`config.mk`:
```
export PLATFORM = sky130hd
export DESIGN_NAME = hazard_stall_ctrl
export DESIGN_NICKNAME = d
export VERILOG_FILES = /design/src/rtl/hazard_stall_ctrl_pkg.sv /design/src/rtl/hazard_stall_ctrl_md_busy_fsm.sv /design/src/rtl/hazard_stall_ctrl.sv
export SDC_FILE = /design/constraint.sdc
export NUM_CORES = 1
export LEC_CHECK = 0
export BUFFER_PORTS_ARGS = -buffer_cell sky130_fd_sc_hd__buf_2
export CAP_MARGIN = 20
export CORE_ASPECT_RATIO = 0.8
export CORE_MARGIN = 2
export CORE_UTILIZATION = 44
export CTS_CLUSTER_DIAMETER = 200
export CTS_CLUSTER_SIZE = 12
export DETAILED_ROUTE_END_ITERATION = 10
export PLACE_DENSITY = 0.8
export SYNTH_ARGS = -nofsm -noshare
export SYNTH_HDL_FRONTEND = slang
export SYNTH_HIERARCHICAL = 1
export SYNTH_SLANG_ARGS = --single-unit
```
`constraint.sdc`:
```
create_clock -name clk -period 3.3 [get_ports clk]
set_clock_uncertainty 0.1 [all_clocks]
set_input_delay 0.66 -clock clk [delete_from_list [all_inputs] [get_ports clk]]
set_output_delay 0.66 -clock clk [all_outputs]
set_load 0.02 [all_outputs]
```
`src/rtl/hazard_stall_ctrl_pkg.sv`:
```
//------------------------------------------------------------------------------
// Module  : hazard_stall_ctrl_pkg
// Brief   : Shared Tuse/Tnew encodings, MDU latency defaults and FSM states.
// Revision: 1.0 - initial release
//------------------------------------------------------------------------------
`default_nettype none

package hazard_stall_ctrl_pkg;

  typedef enum logic [1:0] {
    T0 = 2'd0,
    T1 = 2'd1,
    T2 = 2'd2,
    T3 = 2'd3
  } t_time_e;

  localparam logic [1:0] TUSE_NONE = T3;

  localparam int MULT_CYCLES_DEF = 5;
  localparam int DIV_CYCLES_DEF  = 10;

  typedef enum logic [0:0] {
    MD_IDLE = 1'b0,
    MD_BUSY = 1'b1
  } md_state_e;

  // A consumer stalls only if the producer's result arrives later than it is needed.
  function automatic logic dep_stall(input logic [4:0] src, input logic [1:0] tuse,
                                     input logic [4:0] dst, input logic [1:0] tnew);
    if (src == 5'd0 || tuse == TUSE_NONE)
      return 1'b0;
    return (src == dst) && (tuse < tnew);
  endfunction

endpackage

`default_nettype wire

```
`src/rtl/hazard_stall_ctrl_md_busy_fsm.sv`:
```
//------------------------------------------------------------------------------
// Module  : md_busy_fsm
// Brief   : IDLE/BUSY sequencer counting multiply/divide latency after E start.
// Revision: 1.0 - initial release
//------------------------------------------------------------------------------
`default_nettype none

module md_busy_fsm
  import hazard_stall_ctrl_pkg::*;
#(
  parameter int MULT_CYCLES = MULT_CYCLES_DEF,
  parameter int DIV_CYCLES  = DIV_CYCLES_DEF,
  parameter int CNT_W       = 4
) (
  input  logic clk,
  input  logic reset,
  input  logic E_md_start,
  input  logic E_md_is_div,
  output logic md_busy
);

  localparam logic [CNT_W-1:0] C_MULT_LOAD = CNT_W'(MULT_CYCLES);
  localparam logic [CNT_W-1:0] C_DIV_LOAD  = CNT_W'(DIV_CYCLES);
  localparam logic [CNT_W-1:0] C_ONE       = CNT_W'(1);

  md_state_e        r_state;
  md_state_e        w_state_nxt;
  logic [CNT_W-1:0] r_cnt;
  logic [CNT_W-1:0] w_cnt_nxt;

  always_ff @(posedge clk or negedge reset) begin
    if (!reset) begin
      r_state <= MD_IDLE;
      r_cnt   <= '0;
    end else begin
      r_state <= w_state_nxt;
      r_cnt   <= w_cnt_nxt;
    end
  end

  // A start seen while busy is dropped: the running count is never reloaded.
  always_comb begin
    w_state_nxt = r_state;
    w_cnt_nxt   = r_cnt;
    case (r_state)
      MD_IDLE: begin
        if (E_md_start) begin
          w_state_nxt = MD_BUSY;
          w_cnt_nxt   = E_md_is_div ? C_DIV_LOAD : C_MULT_LOAD;
        end
      end
      MD_BUSY: begin
        if (r_cnt == C_ONE) begin
          w_state_nxt = MD_IDLE;
          w_cnt_nxt   = '0;
        end else begin
          w_cnt_nxt = r_cnt - C_ONE;
        end
      end
      default: begin
        w_state_nxt = MD_IDLE;
        w_cnt_nxt   = '0;
      end
    endcase
  end

  assign md_busy = (r_state == MD_BUSY);

endmodule

`default_nettype wire

```
`src/rtl/hazard_stall_ctrl.sv`:
```
//------------------------------------------------------------------------------
// Module  : hazard_stall_ctrl
// Brief   : D-stage interlock (Tuse/Tnew + MDU busy); STALL_STAT_EN adds stall_cnt.
// Revision: 1.0 - initial release
//------------------------------------------------------------------------------
`default_nettype none

module hazard_stall_ctrl
  import hazard_stall_ctrl_pkg::*;
#(
  parameter int MULT_CYCLES = MULT_CYCLES_DEF,
  parameter int DIV_CYCLES  = DIV_CYCLES_DEF,
  parameter int CNT_W       = 4
) (
  input  logic       clk,
  input  logic       reset,
  input  logic [4:0] D_rs,
  input  logic [4:0] D_rt,
  input  logic [1:0] D_rs_Tuse,
  input  logic [1:0] D_rt_Tuse,
  input  logic       D_is_md,
  input  logic [4:0] E_A3,
  input  logic [1:0] E_Tnew,
  input  logic [4:0] M_A3,
  input  logic [1:0] M_Tnew,
  input  logic       E_md_start,
  input  logic       E_md_is_div,
  output logic       PC_WrEn,
  output logic       FD_WrEn,
  output logic       DE_flush,
  output logic       EM_WrEn,
  output logic       MW_WrEn,
  output logic       md_busy
`ifdef STALL_STAT_EN
  ,
  output logic [31:0] stall_cnt
`endif
);

  logic w_stall_rs;
  logic w_stall_rt;
  logic w_stall_md;
  logic w_stall;
  logic w_md_busy;

  md_busy_fsm #(
    .MULT_CYCLES (MULT_CYCLES),
    .DIV_CYCLES  (DIV_CYCLES),
    .CNT_W       (CNT_W)
  ) u_md_busy_fsm (
    .clk         (clk),
    .reset       (reset),
    .E_md_start  (E_md_start),
    .E_md_is_div (E_md_is_div),
    .md_busy     (w_md_busy)
  );

  assign w_stall_rs = dep_stall(D_rs, D_rs_Tuse, E_A3, E_Tnew) |
                      dep_stall(D_rs, D_rs_Tuse, M_A3, M_Tnew);
  assign w_stall_rt = dep_stall(D_rt, D_rt_Tuse, E_A3, E_Tnew) |
                      dep_stall(D_rt, D_rt_Tuse, M_A3, M_Tnew);
  // A start in E counts as busy already, so a back-to-back MD op cannot slip in.
  assign w_stall_md = D_is_md & (w_md_busy | E_md_start);

  // Holding reset low masks every stall cause.
  assign w_stall = reset & (w_stall_rs | w_stall_rt | w_stall_md);

  assign PC_WrEn  = ~w_stall;
  assign FD_WrEn  = ~w_stall;
  assign DE_flush = w_stall;
  assign EM_WrEn  = 1'b1;
  assign MW_WrEn  = 1'b1;
  assign md_busy  = w_md_busy;

`ifdef STALL_STAT_EN
  logic [31:0] r_stall_cnt;

  always_ff @(posedge clk or negedge reset) begin
    if (!reset) begin
      r_stall_cnt <= '0;
    end else if (w_stall && (r_stall_cnt != 32'hFFFF_FFFF)) begin
      r_stall_cnt <= r_stall_cnt + 32'd1;
    end
  end

  assign stall_cnt = r_stall_cnt;
`endif

endmodule

`default_nettype wire

```
Word level (Yosys, flattened, before mapping)
Index checks and enable logic that the tools add are counted.
{"block": "totals", "register_bits": 5, "inputBits": 33, "word_cells": 47}
{"block": "op_classes", "n_addsub": 1, "muxes": 15, "bitwise": 9, "order_cmp": 4, "eq_ne": 8, "n_reduce_logical": 8}
{"op": "$eq 5x5->1", "n": 4}
{"op": "$mux 4", "n": 3}
{"op": "$logic_not 5->1", "n": 2}
{"op": "$mux 1", "n": 10}
{"op": "$lt 2x2->1", "n": 4}
{"op": "$pmux 4 s2", "n": 1}
{"op": "$or 1x1->1", "n": 5}
{"op": "$eq 2x2->1 const B", "n": 2}
{"op": "$eq 4x1->1 const B", "n": 1}
{"op": "$logic_and 1x1->1", "n": 4}
{"op": "$sub 4x1->4 const B", "n": 1}
{"op": "$and 1x1->1", "n": 2}
{"op": "$logic_or 1x1->1", "n": 2}
{"op": "$ne 2x2->1 const B", "n": 1}
{"op": "$not 1->1", "n": 2}
{"op": "$pmux 1 s2", "n": 1}

Depth between registers and ports, before layout
{"block": "logic_depth", "word_depth": 9, "ltp_mapped": 7}

By module
Netlist, hierarchy kept.
{"module": "hazard_stall_ctrl", "cells_per_inst": 53, "area_each_um2": 455.4, "seq_area_each_um2": 0.0, "instances": 1}
{"module": "md_busy_fsm", "cells_per_inst": 31, "area_each_um2": 285.3, "seq_area_each_um2": 125.1, "instances": 1}

Worst setup path before layout
No wires, ideal clock.
{"block": "synth_path", "path_kind": "input -> output", "start": "input E_Tnew[1]", "end": "output PC_WrEn", "path_slack_ps": 391, "arrival_time_ps": 2149, "stages": 7, "cell_sequence": "inv_1 -> ha_1 -> or4_4 -> a2111oi_4 -> a31oi_1 -> o211a_1 -> buf_4"}
{"block": "synth_between", "elab_chain_cells": 8, "word_cells_on_any_way": 12, "cone_classes": "order compare (2); mux (2); bitwise (6); reduce/logical (2)"}
{"element": "start: declaration", "line": "hazard_stall_ctrl.sv:23", "source": "input logic [1:0] E_Tnew,"}
{"element": "$lt 2x2->1", "line": "hazard_stall_ctrl_pkg.sv:32", "source": "return (src == dst) && (tuse < tnew);"}
{"element": "$logic_and 1x1->1", "line": "hazard_stall_ctrl_pkg.sv:32"}
{"element": "$mux 1", "line": "hazard_stall_ctrl_pkg.sv:32"}
{"element": "$or 1x1->1 (on tied branches)", "line": "hazard_stall_ctrl.sv:58, hazard_stall_ctrl.sv:60"}
{"element": "$or 1x1->1 * (2 in a row)", "line": "hazard_stall_ctrl.sv:66", "source": "assign w_stall = reset & (w_stall_rs | w_stall_rt | w_stall_md);"}
{"element": "$and 1x1->1 *", "line": "hazard_stall_ctrl.sv:66"}
{"element": "$not 1->1 *"}
{"element": "end: declaration", "line": "hazard_stall_ctrl.sv:28", "source": "output logic PC_WrEn,"}
Every way passes the cells marked *; elsewhere a longest branch is shown, timed or not.

Final worst setup path
{"block": "layout_path", "start": "input D_rs_Tuse[1]", "end": "output FD_WrEn"}
{"block": "layout_between", "elab_chain_cells": 9, "word_cells_on_any_way": 14, "cone_classes": "order compare (2); eq/ne (1); mux (3); bitwise (5); reduce/logical (3)"}
{"element": "start: declaration", "line": "hazard_stall_ctrl.sv:19", "source": "input logic [1:0] D_rs_Tuse,"}
{"element": "$eq 2x2->1", "line": "hazard_stall_ctrl_pkg.sv:30", "source": "if (src == 5'd0 || tuse == TUSE_NONE)"}
{"element": "$logic_or 1x1->1", "line": "hazard_stall_ctrl_pkg.sv:30"}
{"element": "$mux 1", "line": "hazard_stall_ctrl_pkg.sv:30"}
{"element": "$mux 1", "line": "hazard_stall_ctrl_pkg.sv:32"}
{"element": "$or 1x1->1 *", "line": "hazard_stall_ctrl.sv:58", "source": "assign w_stall_rs = dep_stall(D_rs, D_rs_Tuse, E_A3, E_Tnew) |"}
{"element": "$or 1x1->1 * (2 in a row)", "line": "hazard_stall_ctrl.sv:66"}
{"element": "$and 1x1->1 *", "line": "hazard_stall_ctrl.sv:66"}
{"element": "$not 1->1 *", "line": "hazard_stall_ctrl.sv:69", "source": "assign FD_WrEn = ~w_stall;"}
{"element": "end: declaration", "line": "hazard_stall_ctrl.sv:29", "source": "output logic FD_WrEn,"}
Marked as above.

==> metrics.txt <==
vias in the first global route=686; Final Hold Vio Count=0; Clock transition at path regs=0.04 ns; drt drc=0; placed cell area=930 µm²; min cycle time layout=3.01 ns; cell repeated most along the worst path=buf_2; Slowest cell on crit path=or4_4; post-CTS setup buffers=0; Starting DRT DRC Count=20; Worst R2R Path Depth=5; Max stage delay on crit path=0.54 ns; CP Capture Type=output pin; total grt overflow=0; FILL cells=156; post-CTS sizing=0; Critical Path AT=2.25 ns; Syn-to-layout area delta=29.1%; Slew headroom=67.8%; pin count of the biggest net entering global routing=10; worst hold margin=0.145 ns; setup ws final=0.295 ns; worst setup path startpoint=D_rs_Tuse[1]; root buf cell=clkbuf_4; starting density of the core=46.0%; CTS tree=done; asr flop ratio synth=100%; routed len/inst=12.9 µm; period utilisation layout=91.1%; CP Launch Type=input port; worst path cell trace=buf_2 > ha_1 > or4_4 > a2111oi_4 > a31oi_1 > o211a_1 > buf_2; Die Ht=40.7 µm; R2R Setup Slk=2.04 ns; worst skew pair latency=0.24 ns; Post-synth top flop=dfrtp_1; leakage power=0.452 nW; Ant. Diodes=0; gp weighted congestion=0.827; Placed Cells=140; CP Max Fanout=3; maximum vdd drop=326 µV; Yosys reg bits=5; WS Path Type=in2out; GRT Util Overall=19.9%; Syn Inst Count=84; vias per inst=5.17; commonest non-fill, non-tap cell in the layout=buf_2; final instance area=956 µm²; commonest cells after routing, fill and taps aside=36 x buf_2, 13 x xor2_1, 7 x xnor2_1, 6 x inv_1, 6 x ha_1; Post-Syn Area per Cell=8.82 µm²; CP Data Required Time=2.54 ns; Max Cap Viol=0; Max clock buf depth=2; Util after Layout=59.4%; CTS Buf Count=3; Final ANT Viol Nets=0; status=finished clean; IO Pins=39; synth unique cells=30; routed vias=744; post-place setup slack=0.295 ns; Layout Cells excl Fill=144; RSZ-0062 raised after global routing=false; share of cells above drive strength 1=35.2%; Post-synth EDFFs=0; clock tree sinks=5; H-tree Lvls=1; drt total wl=1860 µm; sequential share of the synthesized area=16.9%; DIE AREA=2030 µm²; 1st-pass router iterations=4; achievable frequency=333 MHz; Row Count=13; mapped cell area=741 µm²; Worst Hold Class=in2async; Pwr Total=0.432 mW; Worst-Margin Slew=0.471 ns; Final setup viols=0; Total Nets Final=162; DP HPWL=1680 µm; crit path to=FD_WrEn; Die W=49.9 µm; reg2reg start=u_md_busy_fsm/r_cnt[0]$_DFFE_PN0P_; Core Area=1610 µm²; first-pass GRT wire length=3040 µm; max-slew violations=0; # hold bufs at CTS=0; YS warnings=6; Reg2Reg Capture Point=u_md_busy_fsm/r_cnt[2]$_DFFE_PN0P_; # port buffers=36; power per cell area=452 nW/µm²; TNS Setup=0 ns; initial antenna violation count=0
==> worst min path at each step <==
stage	startpoint	end	slack [ns]	cells after the start
detailed placement	reset	u_md_busy_fsm/r_cnt[0]$_DFFE_PN0P_	0.40	1
global placement	reset	u_md_busy_fsm/r_cnt[1]$_DFFE_PN0P_	0.40	1
global route	reset	u_md_busy_fsm/md_busy$_DFF_PN0_	0.14	1
finish	reset	u_md_busy_fsm/r_cnt[1]$_DFFE_PN0P_	0.14	1
CTS	reset	u_md_busy_fsm/r_cnt[2]$_DFFE_PN0P_	0.14	1
floorplan	reset	u_md_busy_fsm/md_busy$_DFF_PN0_	0.26	0
==> Yosys cell counts (2+ instances only) <==
cell	number	area, µm²
o21ai_0	2	10.0
o211a_1	2	20.0
inv_1	6	22.5
xnor2_1	7	61.3
ha_1	6	75.1
nand2b_1	4	25.0
nand2_1	5	18.8
nor2b_1	2	12.5
dfrtp_1	5	125
nand4_1	2	12.5
o211ai_1	5	37.5
or4_1	2	15.0
buf_4	3	22.5
nor2_1	2	7.51
a2111oi_0	2	17.5
a21oi_1	3	15.0
xor2_1	13	114
==> logic make-up (layout without fill, tap and decap cells) <==
group,after synthesis,in the layout,synth area share (%)
compound gates,20,20,22.1
buf+inv,9,46,6.08
other cells,1,2,0.506
mux,1,1,1.35
fa+ha+maj,6,6,10.1
flops,5,5,16.9
xor+xnor,20,20,23.6
simple gates,22,22,19.3
==> registers in the layout, summed over array words and instances (netlist names) <==
name	flops
u_md_busy_fsm/md_busy	1
u_md_busy_fsm/r_cnt	4
==> per-layer routing <==
| layer | part of all wire (%) | GRT usage [%] | wire length (µm) |
|---|---|---|---|
| met4 | 0 | 2.08 | 0 |
| met2 | 49 | 36.3 | 919 |
| met5 | 0 | 0 | 0 |
| met1 | 44 | 26.2 | 819 |
| met3 | 6.6 | 3.65 | 122 |
==> final cells by class <==
cell class / count / area (µm²) / share of cell area (%)
clock buffers: 4 / 26.3 / 2.75
inverters: 6 / 22.5 / 2.36
repair buffers: 36 / 180 / 18.8
multi-input cells: 71 / 574 / 60.1
flip-flops and latches: 5 / 125 / 13.1
well taps: 22 / 27.5 / 2.88
==> critical path, delay by kind of cell <==
family | cells | cell delay (ns)
AO/OA/AOI/OAI | 3 | 0.56
AND/OR/NAND/NOR | 1 | 0.54
buffers and inverters | 2 | 0.28
adder cells (fa/ha/maj) | 1 | 0.20
==> report_power, final <==
| part | total [mW] | internal (mW) | switching, mW |
|---|---|---|---|
| Combinational | 0.229 | 0.108 | 0.121 |
| Clock | 0.0705 | 0.0457 | 0.0248 |
| Sequential | 0.133 | 0.0932 | 0.0398 |
| Total | 0.432 | 0.247 | 0.185 |
Power figures use the tool's default switching activity.
